## src/rtl/alu_pipe_pkg.sv

```systemverilog
// Shared CPU definitions: ALU opcodes, flag bit positions and the byte width.
package alu_pipe_pkg;

  localparam int BYTE = 8;

  // Encodings 0..13 match the original combinational ALU; 14/15 are the address adds.
  typedef enum logic [4:0] {
    ALU_ADC          = 5'd0,
    ALU_SBC          = 5'd1,
    ALU_AND          = 5'd2,
    ALU_ORA          = 5'd3,
    ALU_EOR          = 5'd4,
    ALU_ASL          = 5'd5,
    ALU_LSR          = 5'd6,
    ALU_ROL          = 5'd7,
    ALU_ROR          = 5'd8,
    ALU_INC          = 5'd9,
    ALU_DEC          = 5'd10,
    ALU_CMP          = 5'd11,
    ALU_BYPASS_A     = 5'd12,
    ALU_BYPASS_B     = 5'd13,
    ALU_ADD_ZEROPAGE = 5'd14,
    ALU_ADD          = 5'd15
  } alu_op_t;

  typedef enum logic {
    ST_IDLE   = 1'b0,
    ST_HI_FIX = 1'b1
  } alu_state_t;

  localparam int FLAG_N = 3;
  localparam int FLAG_V = 2;
  localparam int FLAG_Z = 1;
  localparam int FLAG_C = 0;

endpackage

```

## src/rtl/alu_byte_core.sv

```systemverilog
// Combinational 6502 byte datapath: result, {N,V,Z,C} and the flag write mask.
// Non-byte and undefined ops produce a zero result with an empty mask.
module alu_byte_core
  import alu_pipe_pkg::*;
#(
  parameter int BYTE_W = BYTE
) (
  input  alu_op_t             op_i,
  input  logic [BYTE_W-1:0]   a_i,
  input  logic [BYTE_W-1:0]   b_i,
  input  logic                carry_i,
  output logic [BYTE_W-1:0]   res_o,
  output logic [3:0]          flags_o,
  output logic [3:0]          we_o
);

  logic [BYTE_W-1:0] b_eff;
  logic              add_cin;
  logic [BYTE_W:0]   sum;
  logic [BYTE_W-1:0] res;
  logic              c_flag;
  logic              v_flag;
  logic [3:0]        we;

  // SBC and CMP share the adder with the inverted operand; CMP ignores carry_i.
  always_comb begin
    b_eff   = ((op_i == ALU_SBC) || (op_i == ALU_CMP)) ? ~b_i : b_i;
    add_cin = (op_i == ALU_CMP) ? 1'b1 : carry_i;
    sum     = {1'b0, a_i} + {1'b0, b_eff} + {{BYTE_W{1'b0}}, add_cin};
  end

  always_comb begin
    res    = '0;
    c_flag = 1'b0;
    v_flag = 1'b0;
    we     = 4'b0000;
    case (op_i)
      ALU_ADC, ALU_SBC: begin
        res    = sum[BYTE_W-1:0];
        c_flag = sum[BYTE_W];
        v_flag = (a_i[BYTE_W-1] == b_eff[BYTE_W-1]) && (res[BYTE_W-1] != a_i[BYTE_W-1]);
        we     = 4'b1111;
      end
      ALU_AND: begin res = a_i & b_i; we = 4'b1010; end
      ALU_ORA: begin res = a_i | b_i; we = 4'b1010; end
      ALU_EOR: begin res = a_i ^ b_i; we = 4'b1010; end
      ALU_ASL: begin
        res = {a_i[BYTE_W-2:0], 1'b0}; c_flag = a_i[BYTE_W-1]; we = 4'b1011;
      end
      ALU_LSR: begin
        res = {1'b0, a_i[BYTE_W-1:1]}; c_flag = a_i[0]; we = 4'b1011;
      end
      ALU_ROL: begin
        res = {a_i[BYTE_W-2:0], carry_i}; c_flag = a_i[BYTE_W-1]; we = 4'b1011;
      end
      ALU_ROR: begin
        res = {carry_i, a_i[BYTE_W-1:1]}; c_flag = a_i[0]; we = 4'b1011;
      end
      ALU_INC: begin res = a_i + {{(BYTE_W-1){1'b0}}, 1'b1}; we = 4'b1010; end
      ALU_DEC: begin res = a_i - {{(BYTE_W-1){1'b0}}, 1'b1}; we = 4'b1010; end
      ALU_CMP: begin
        res = sum[BYTE_W-1:0]; c_flag = sum[BYTE_W]; we = 4'b1011;
      end
      default: ;
    endcase
  end

  assign res_o   = res;
  assign we_o    = we;
  assign flags_o = {res[BYTE_W-1], v_flag, (res == '0), c_flag} & we;

endmodule

```

## src/rtl/alu_pipe.sv

```systemverilog
// Registered ALU with valid/ready handshake and optional split 16-bit address add.
// States: ST_IDLE accepts requests; ST_HI_FIX increments the high byte after a low-byte carry.
module alu_pipe
  import alu_pipe_pkg::*;
#(
  parameter int BYTE_W    = BYTE,
  parameter int ADDR_W    = 16,
  parameter int SPLIT_ADD = 1
) (
  input  logic              clk_i,
  input  logic              rstn_i,
  input  logic              valid_i,
  output logic              ready_o,
  input  alu_op_t           alu_op_i,
  input  logic [ADDR_W-1:0] op_A_i,
  input  logic [ADDR_W-1:0] op_B_i,
  input  logic              carry_i,
  output logic              valid_o,
  input  logic              ready_i,
  output logic [ADDR_W-1:0] res_o,
  output logic [3:0]        flags_o,
  output logic [3:0]        flags_we_o,
  output logic              page_cross_o
);

  alu_state_t        state_q, state_d;
  logic              valid_q, valid_d;
  logic [ADDR_W-1:0] res_q, res_d;
  logic [3:0]        flags_q, flags_d;
  logic [3:0]        we_q, we_d;
  logic              pc_q, pc_d;

  logic [BYTE_W-1:0] core_res;
  logic [3:0]        core_flags;
  logic [3:0]        core_we;
  logic [BYTE_W:0]   lo_sum;
  logic [BYTE_W-1:0] hi_sum;
  logic [ADDR_W-1:0] full_sum;
  logic              accept;

  alu_byte_core #(.BYTE_W(BYTE_W)) u_core (
    .op_i    (alu_op_i),
    .a_i     (op_A_i[BYTE_W-1:0]),
    .b_i     (op_B_i[BYTE_W-1:0]),
    .carry_i (carry_i),
    .res_o   (core_res),
    .flags_o (core_flags),
    .we_o    (core_we)
  );

  assign lo_sum   = {1'b0, op_A_i[BYTE_W-1:0]} + {1'b0, op_B_i[BYTE_W-1:0]};
  assign hi_sum   = op_A_i[ADDR_W-1:BYTE_W] + op_B_i[ADDR_W-1:BYTE_W];
  assign full_sum = op_A_i + op_B_i;

  assign ready_o = rstn_i && (state_q == ST_IDLE) && (!valid_q || ready_i);
  assign accept  = valid_i && ready_o;

  always_comb begin
    state_d = state_q;
    valid_d = valid_q;
    res_d   = res_q;
    flags_d = flags_q;
    we_d    = we_q;
    pc_d    = pc_q;
    case (state_q)
      ST_HI_FIX: begin
        res_d   = {res_q[ADDR_W-1:BYTE_W] + {{(BYTE_W-1){1'b0}}, 1'b1}, res_q[BYTE_W-1:0]};
        valid_d = 1'b1;
        pc_d    = 1'b1;
        state_d = ST_IDLE;
      end
      default: begin
        if (accept) begin
          valid_d = 1'b1;
          flags_d = 4'b0000;
          we_d    = 4'b0000;
          pc_d    = 1'b0;
          case (alu_op_i)
            ALU_BYPASS_A:     res_d = op_A_i;
            ALU_BYPASS_B:     res_d = op_B_i;
            ALU_ADD_ZEROPAGE: res_d = {{(ADDR_W-BYTE_W){1'b0}}, lo_sum[BYTE_W-1:0]};
            ALU_ADD: begin
              if ((SPLIT_ADD != 0) && lo_sum[BYTE_W]) begin
                // High byte is fixed up next cycle; result not yet presented.
                res_d   = {hi_sum, lo_sum[BYTE_W-1:0]};
                valid_d = 1'b0;
                state_d = ST_HI_FIX;
              end else begin
                res_d = full_sum;
                pc_d  = lo_sum[BYTE_W];
              end
            end
            default: begin
              res_d   = {{(ADDR_W-BYTE_W){1'b0}}, core_res};
              flags_d = core_flags;
              we_d    = core_we;
            end
          endcase
        end else if (ready_i) begin
          valid_d = 1'b0;
        end
      end
    endcase
  end

  always_ff @(posedge clk_i or negedge rstn_i) begin
    if (!rstn_i) begin
      state_q <= ST_IDLE;
      valid_q <= 1'b0;
      res_q   <= '0;
      flags_q <= 4'b0000;
      we_q    <= 4'b0000;
      pc_q    <= 1'b0;
    end else begin
      state_q <= state_d;
      valid_q <= valid_d;
      res_q   <= res_d;
      flags_q <= flags_d;
      we_q    <= we_d;
      pc_q    <= pc_d;
    end
  end

  assign valid_o      = valid_q;
  assign res_o        = res_q;
  assign flags_o      = flags_q;
  assign flags_we_o   = we_q;
  assign page_cross_o = pc_q;

endmodule

```

## config.mk

```make
export PLATFORM = sky130hd
export DESIGN_NAME = alu_pipe
export DESIGN_NICKNAME = d
export VERILOG_FILES = /design/src/rtl/alu_pipe_pkg.sv /design/src/rtl/alu_byte_core.sv /design/src/rtl/alu_pipe.sv
export SDC_FILE = /design/constraint.sdc
export NUM_CORES = 1
export LEC_CHECK = 0
export BUFFER_PORTS_ARGS = -buffer_cell sky130_fd_sc_hd__buf_2
export CORE_MARGIN = 3
export CORE_UTILIZATION = 45
export CTS_BUF_LIST = sky130_fd_sc_hd__clkbuf_4 sky130_fd_sc_hd__clkbuf_8 sky130_fd_sc_hd__clkbuf_16
export CTS_CLUSTER_DIAMETER = 60
export DETAILED_ROUTE_END_ITERATION = 10
export MAX_ROUTING_LAYER = met4
export PLACE_DENSITY = 0.74
export SLEW_MARGIN = 20
export SYNTH_ARGS = -nofsm -noshare
export SYNTH_HDL_FRONTEND = slang
export SYNTH_HIERARCHICAL = 1
export SYNTH_SLANG_ARGS = --single-unit
```

## constraint.sdc

```tcl
create_clock -name clk_i -period 1.75 [get_ports clk_i]
set_input_delay 0.35 -clock clk_i [delete_from_list [all_inputs] [get_ports clk_i]]
set_output_delay 0.35 -clock clk_i [all_outputs]
set_load 0.005 [all_outputs]
```

* Word-level counts from Yosys, hierarchy flattened *
Index checks and enable logic that the tools add are counted.

cells by class
  bitwise logic cells = 6
  reduce and logical (&&, ||, !) cells = 19
  add/subtract/negate cells = 8
  eq/ne operators = 17
  mux-type cells = 23

operators by type and width
  cell                   number
  $pmux W8 S10           1
  $pmux W16 S4           1
  $mux W16               3
  $eq A5 B4 Y1 const B   8
  $eq A5 B3 Y1 const B   4
  $add A8 B8 Y9          2
  $add A16 B16 Y16       1
  $add A8 B1 Y8 const B  2
  $mux W1                13
  $pmux W4 S3            1
  $eq A5 B2 Y1 const B   2
  $reduce_or A5 Y1       2
  $add A9 B1 Y9          1
  $add A8 B8 Y8          1
  $and A8 B8 Y8          1
  $logic_not A8 Y1       1
  $mux W4                2
  $mux W8                1
  $not A8 Y8             1
  $or A8 B8 Y8           1
  $sub A8 B1 Y8 const B  1
  $xor A8 B8 Y8          1
  $reduce_or A2 Y1       3
  $eq A5 B1 Y1 const B   1
  14 further kinds       18

storage, ports and cells
  input port bits = 42
  flip-flop bits (word level) = 27
  word-level logic and storage cells = 80

* Logic depth before layout (Yosys ltp) *
  depth in word-level cells = 10
  gate-level depth with buffers = 16
  mapped depth without buffers = 14

* By module *
Netlist, hierarchy kept.

modules (own cells, without submodules)
  module         area an instance (um2)  cells each  times used  sequential area each (um2)
  alu_pipe       2,406.1                 292         1           675.6
  alu_byte_core  1,569.0                 203         1           0.0

* Worst setup path before layout *
OpenSTA, ideal clock, no wires.

  path type = in2reg
  start = input port alu_op_i[0]
  end = register flags_q[1], in the netlist flags_o[1]
  arrival time = 3.592 ns
  stages on the path = 14
  required time = 1.684 ns
  path slack = -1.908 ns
  cell sequence = buf_2 -> buf_1 -> nand3_1 -> xnor2_1 -> fa_1 -> fa_1 -> nand2b_1 -> a21oi_1 -> xnor2_1 -> o221ai_1 -> or4_1 -> nor4_2 -> nand3_1 -> nand2_1

on the way
  cells in the longest elaborated chain, start to end = 9
  elaborated cells on any way between the ends = 31
  those cells by class = add/sub (2); eq/ne (15); mux (5); bitwise (1); reduce/logical (8)

ends and longest elaborated chain
  what                                          line                                                           source
  start: declaration                            alu_pipe.sv:14                                                 input alu_op_t alu_op_i,
  $eq A5 B1 Y1 or $eq A5 B4 Y1 (tied branches)  alu_byte_core.sv:27, alu_byte_core.sv:37, alu_byte_core.sv:28
  $logic_or A1 B1 Y1                            alu_byte_core.sv:27                                            b_eff = ((op_i == ALU_SBC) || (op_i == ALU_CMP)) ? ~b_i : b_i;
  $mux W8                                       alu_byte_core.sv:27
  $add A8 B8 Y9                                 alu_byte_core.sv:29                                            sum = {1'b0, a_i} + {1'b0, b_eff} + {{BYTE_W{1'b0}}, add_cin};
  $add A9 B1 Y9                                 alu_byte_core.sv:29
  $pmux W8 S10 *                                alu_byte_core.sv:37                                            case (op_i)
  net core_res[4]                               alu_pipe.sv:33                                                 logic [BYTE_W-1:0] core_res;
  $logic_not A8 Y1 *                            alu_byte_core.sv:70                                            assign flags_o = {res[BYTE_W-1], v_flag, (res == '0), c_flag} & we;
  $and A4 B4 Y4 *                               alu_byte_core.sv:70
  net core_flags[1]                             alu_pipe.sv:34                                                 logic [3:0] core_flags;
  $mux W4 *                                     alu_pipe.sv:78                                                 case (alu_op_i)
  end signal: assignment                        alu_pipe.sv:118                                                flags_q <= flags_d;
  end: declaration                              alu_pipe.sv:29                                                 logic [3:0] flags_q, flags_d;

The timed path passes the listed nets; every way through them passes the cells marked *.
A chain may end at the register's enable or synchronous reset.

* Final worst setup path *
  start = input port alu_op_i[3]
  end = register flags_q[1], in the netlist flags_o[1]

Same word-level chain as after synthesis.

==> results.py <==
metrics = {
    "cts": {
        "clk_latency_ps": 280,
        "numCtsBuffers": 3,
        "clk_pin_slew_ps": 90,
        "holdBufCountCts": 0,
        "cts.htree.levels": 1,
        "clock_path_buffers": 2,
        "cts_tree": "built",
        "clock_sinks": 27,
        "cts_root_buf": "clkbuf_8",
    },
    "synth": {
        "netlist_instances": 495,
        "ys_types": 74,
        "synth.top_cell.area_share": 0.1700,
        "synthesis.nets": 587,
        "ys_ff_latch": 27,
        "synth-edff-count": 0,
        "seq_area_frac_synth": 0.1700,
        "synth-main-ff-cell": "dfrtp_1",
        "yosysWarnings": 6,
        "synth_top_cells_by_count": "ha_1 (45), nand2_1 (44), nor2_1 (32)",
        "yosysMostFrequentCell": "ha_1",
        "synth_area_leader_cell": "dfrtp_1",
        "async_flop_share": 1.000,
        "syn-cell-area_mm2": 0.003975,
        "synthTopCellsByArea": "dfrtp_1 (17%), ha_1 (14%), xnor2_1 (4.6%), nand2_1 (4.2%), a21oi_1 (3.5%)",
        "syn_avg_cell_area_um2": 8.030,
    },
    "sta": {
        "grt_setup_unrepaired": "yes",
        "hold_ws_ps": 44.00,
        "final-setup-viol-count": 18,
        "setup_slack_ps": -1109,
        "hold_violations": 0,
        "tns_ps": -10430,
        "tightestPinTransition_ps": 535.1,
        "fin_crit_sh": 1.634,
        "drv_slew": 0,
        "max_freq_mhz": 349.8,
        "skew_ps": 7.531,
        "layout_min_cycle_time_ps": 2859,
        "maxSlewHeadroom": 0.6382,
    },
    "die": {
        "fp.dieH_um": 99.99,
        "die-area_mm2": 0.009997,
        "coreArea_mm2": 0.008382,
        "chipWidth_um": 99.99,
        "num_rows": 33,
        "start_util": 0.4742,
        "io_pins": 69,
    },
    "routing": {
        "postRouteAntennaNets": 0,
        "drc_errors": 0,
        "wl_um": 14250,
        "drt_iter0_markers": 395,
        "num_vias": 4655,
        "wire_per_inst_um": 18.02,
        "drt_pre_antenna_iters": 5,
        "vias_per_cell": 5.885,
    },
    "power": {
        "power_density_mw_per_mm2": 454.8,
        "peakVddDrop_uv": 341.6,
        "leakagePower_nw": 2.908,
    },
    "worst_setup_path": {
        "end_kind": "flop",
        "start_kind": "input port",
        "crit_required_ps": 1960,
        "critPathArrivalTime_ps": 3070,
        "cp_max_fo": 2,
        "crit_type": "input port to flop",
    },
    "placed_design": {
        "io_buffer_count": 68,
        "place_ws_ps": -1402,
        "dp_hpwl_um": 11310,
        "dp.cells": 772,
        "place_congestion": 0.9583,
    },
    "global_route": {
        "grt_max_degree": 43,
        "grt_use_total": 0.2883,
        "grt_pass1_wl_um": 22470,
        "grt_pass1_vias": 4382,
        "antenna_found_initial": 0,
        "grt_overflow": 0,
    },
    "cells_and_area": {
        "nNetsFinal": 779,
        "final_util": 0.7122,
        "area_growth_pct": 50.17,
        "diodes": 0,
        "instances_no_fill": 791,
        "drive_gt1_frac": 0.4286,
    },
    "run": {
        "cap_violations": 0,
    },
    "hold_path": {
        "hp-class": "input port to async pin",
    },
    "run_status": {
        "status": "finished, violations left",
        "violations": "negative setup slack",
    },
}
[per-stage QoR]
step / power, mW / area, µm²
after floorplan: 1.492 / 4095
after global placement: 2.097 / 5406
after detailed placement: 2.137 / 5406
after CTS: 2.654 / 5853
after global routing: 2.888 / 5969
final: 2.715 / 5969
[critical path, stage by stage]
cell	delay, ps
buf_8	110
xnor2_4	160
nand3_4	100
xnor2_2	150
fa_2	390
fa_2	360
nand2b_4	160
a21oi_4	170
a31oi_4	110
xnor2_1	130
a221oi_1	260
o21ai_1	160
nor4_2	270
nand3_1	110
nand2_1	80
[per-layer routing]
layer  up-vias  global-route usage  wire length [µm]
li1       2228                   -                 -
met1      2230              0.4128              6562
met2       170              0.4418              6565
met3        27             0.01668               772
met4         0             0.08290               353
met5         -                   -                 0
[cells in the final DEF, fill, tap and decap left out, types with 4 or more instances in the layout]
master and n:
a211oi_1 10, a21o_1 11, a21oi_1 21, a21oi_2 6
a22oi_1 9, a31oi_1 4, and3_1 6, buf_2 61
buf_4 135, buf_6 10, buf_8 5, dfrtp_1 27
fa_2 4, ha_1 35, ha_4 8, inv_1 26
mux2i_1 12, nand2_1 43, nand2b_1 5, nand3_1 19
nand3_2 5, nand3b_1 4, nor2_1 31, nor2b_1 9
nor3_1 10, o21a_1 10, o21ai_0 12, o21ai_1 10
o21bai_1 4, o22ai_1 5, o32a_1 4, xnor2_1 16
xnor2_2 4, xor2_1 10
[kinds of logic after synthesis]
kind of cell,after synthesis,synth area share
and+or+nand+nor,169,0.2260
DFF,27,0.1700
buffers and inverters,54,0.06043
muxes,15,0.03966
AOI/OAI and AO/OA,149,0.2688
adders and majority gates,50,0.1668
xor gates and xnor gates,31,0.06830
[layout make-up]
| cell class | count | area (µm²) |
|---|---|---|
| Clock buffer | 4 | 48.80 |
| Sequential cell | 27 | 675.6 |
| Timing Repair Buffer | 212 | 1526 |
| Multi-Input combinational cell | 414 | 3478 |
| Tap cell | 105 | 131.4 |
| Fill cell | 666 | 2412 |
| Inverter | 29 | 108.9 |
[report_power, final]
| part | internal, mW | switching, mW |
|---|---|---|
| logic | 0.806 | 0.795 |
| registers | 0.695 | 0.0501 |
| clock network | 0.179 | 0.190 |
[state kept, by name, indices dropped and copies added, names as in the netlist]
register      count
flags_o           4
state_q           1
flags_we_o        4
valid_o           1
res_o            16
page_cross_o      1
[final timing paths]
path	from	end	slack [ps]	depth (start not counted)
min in group clk_i	flags_o[2]	flags_o[2]	460	2
max in group asynchronous	rstn_i	flags_we_o[3]	1390	2
min reg2reg	flags_o[2]	flags_o[2]	460	2
max reg2reg	valid_o	res_o[7]	40	6
max	alu_op_i[3]	flags_o[1]	-1110	15
min	rstn_i	res_o[13]	40	2
[repair_timing]
item	4_1_cts	5_1_grt
buffers inserted	14	2
hold endpoints to repair	0	0
resized for setup	66	18
setup endpoints to repair	20	22
pin swaps	28	9
Note: power is estimated with default switching activity, not from simulation.
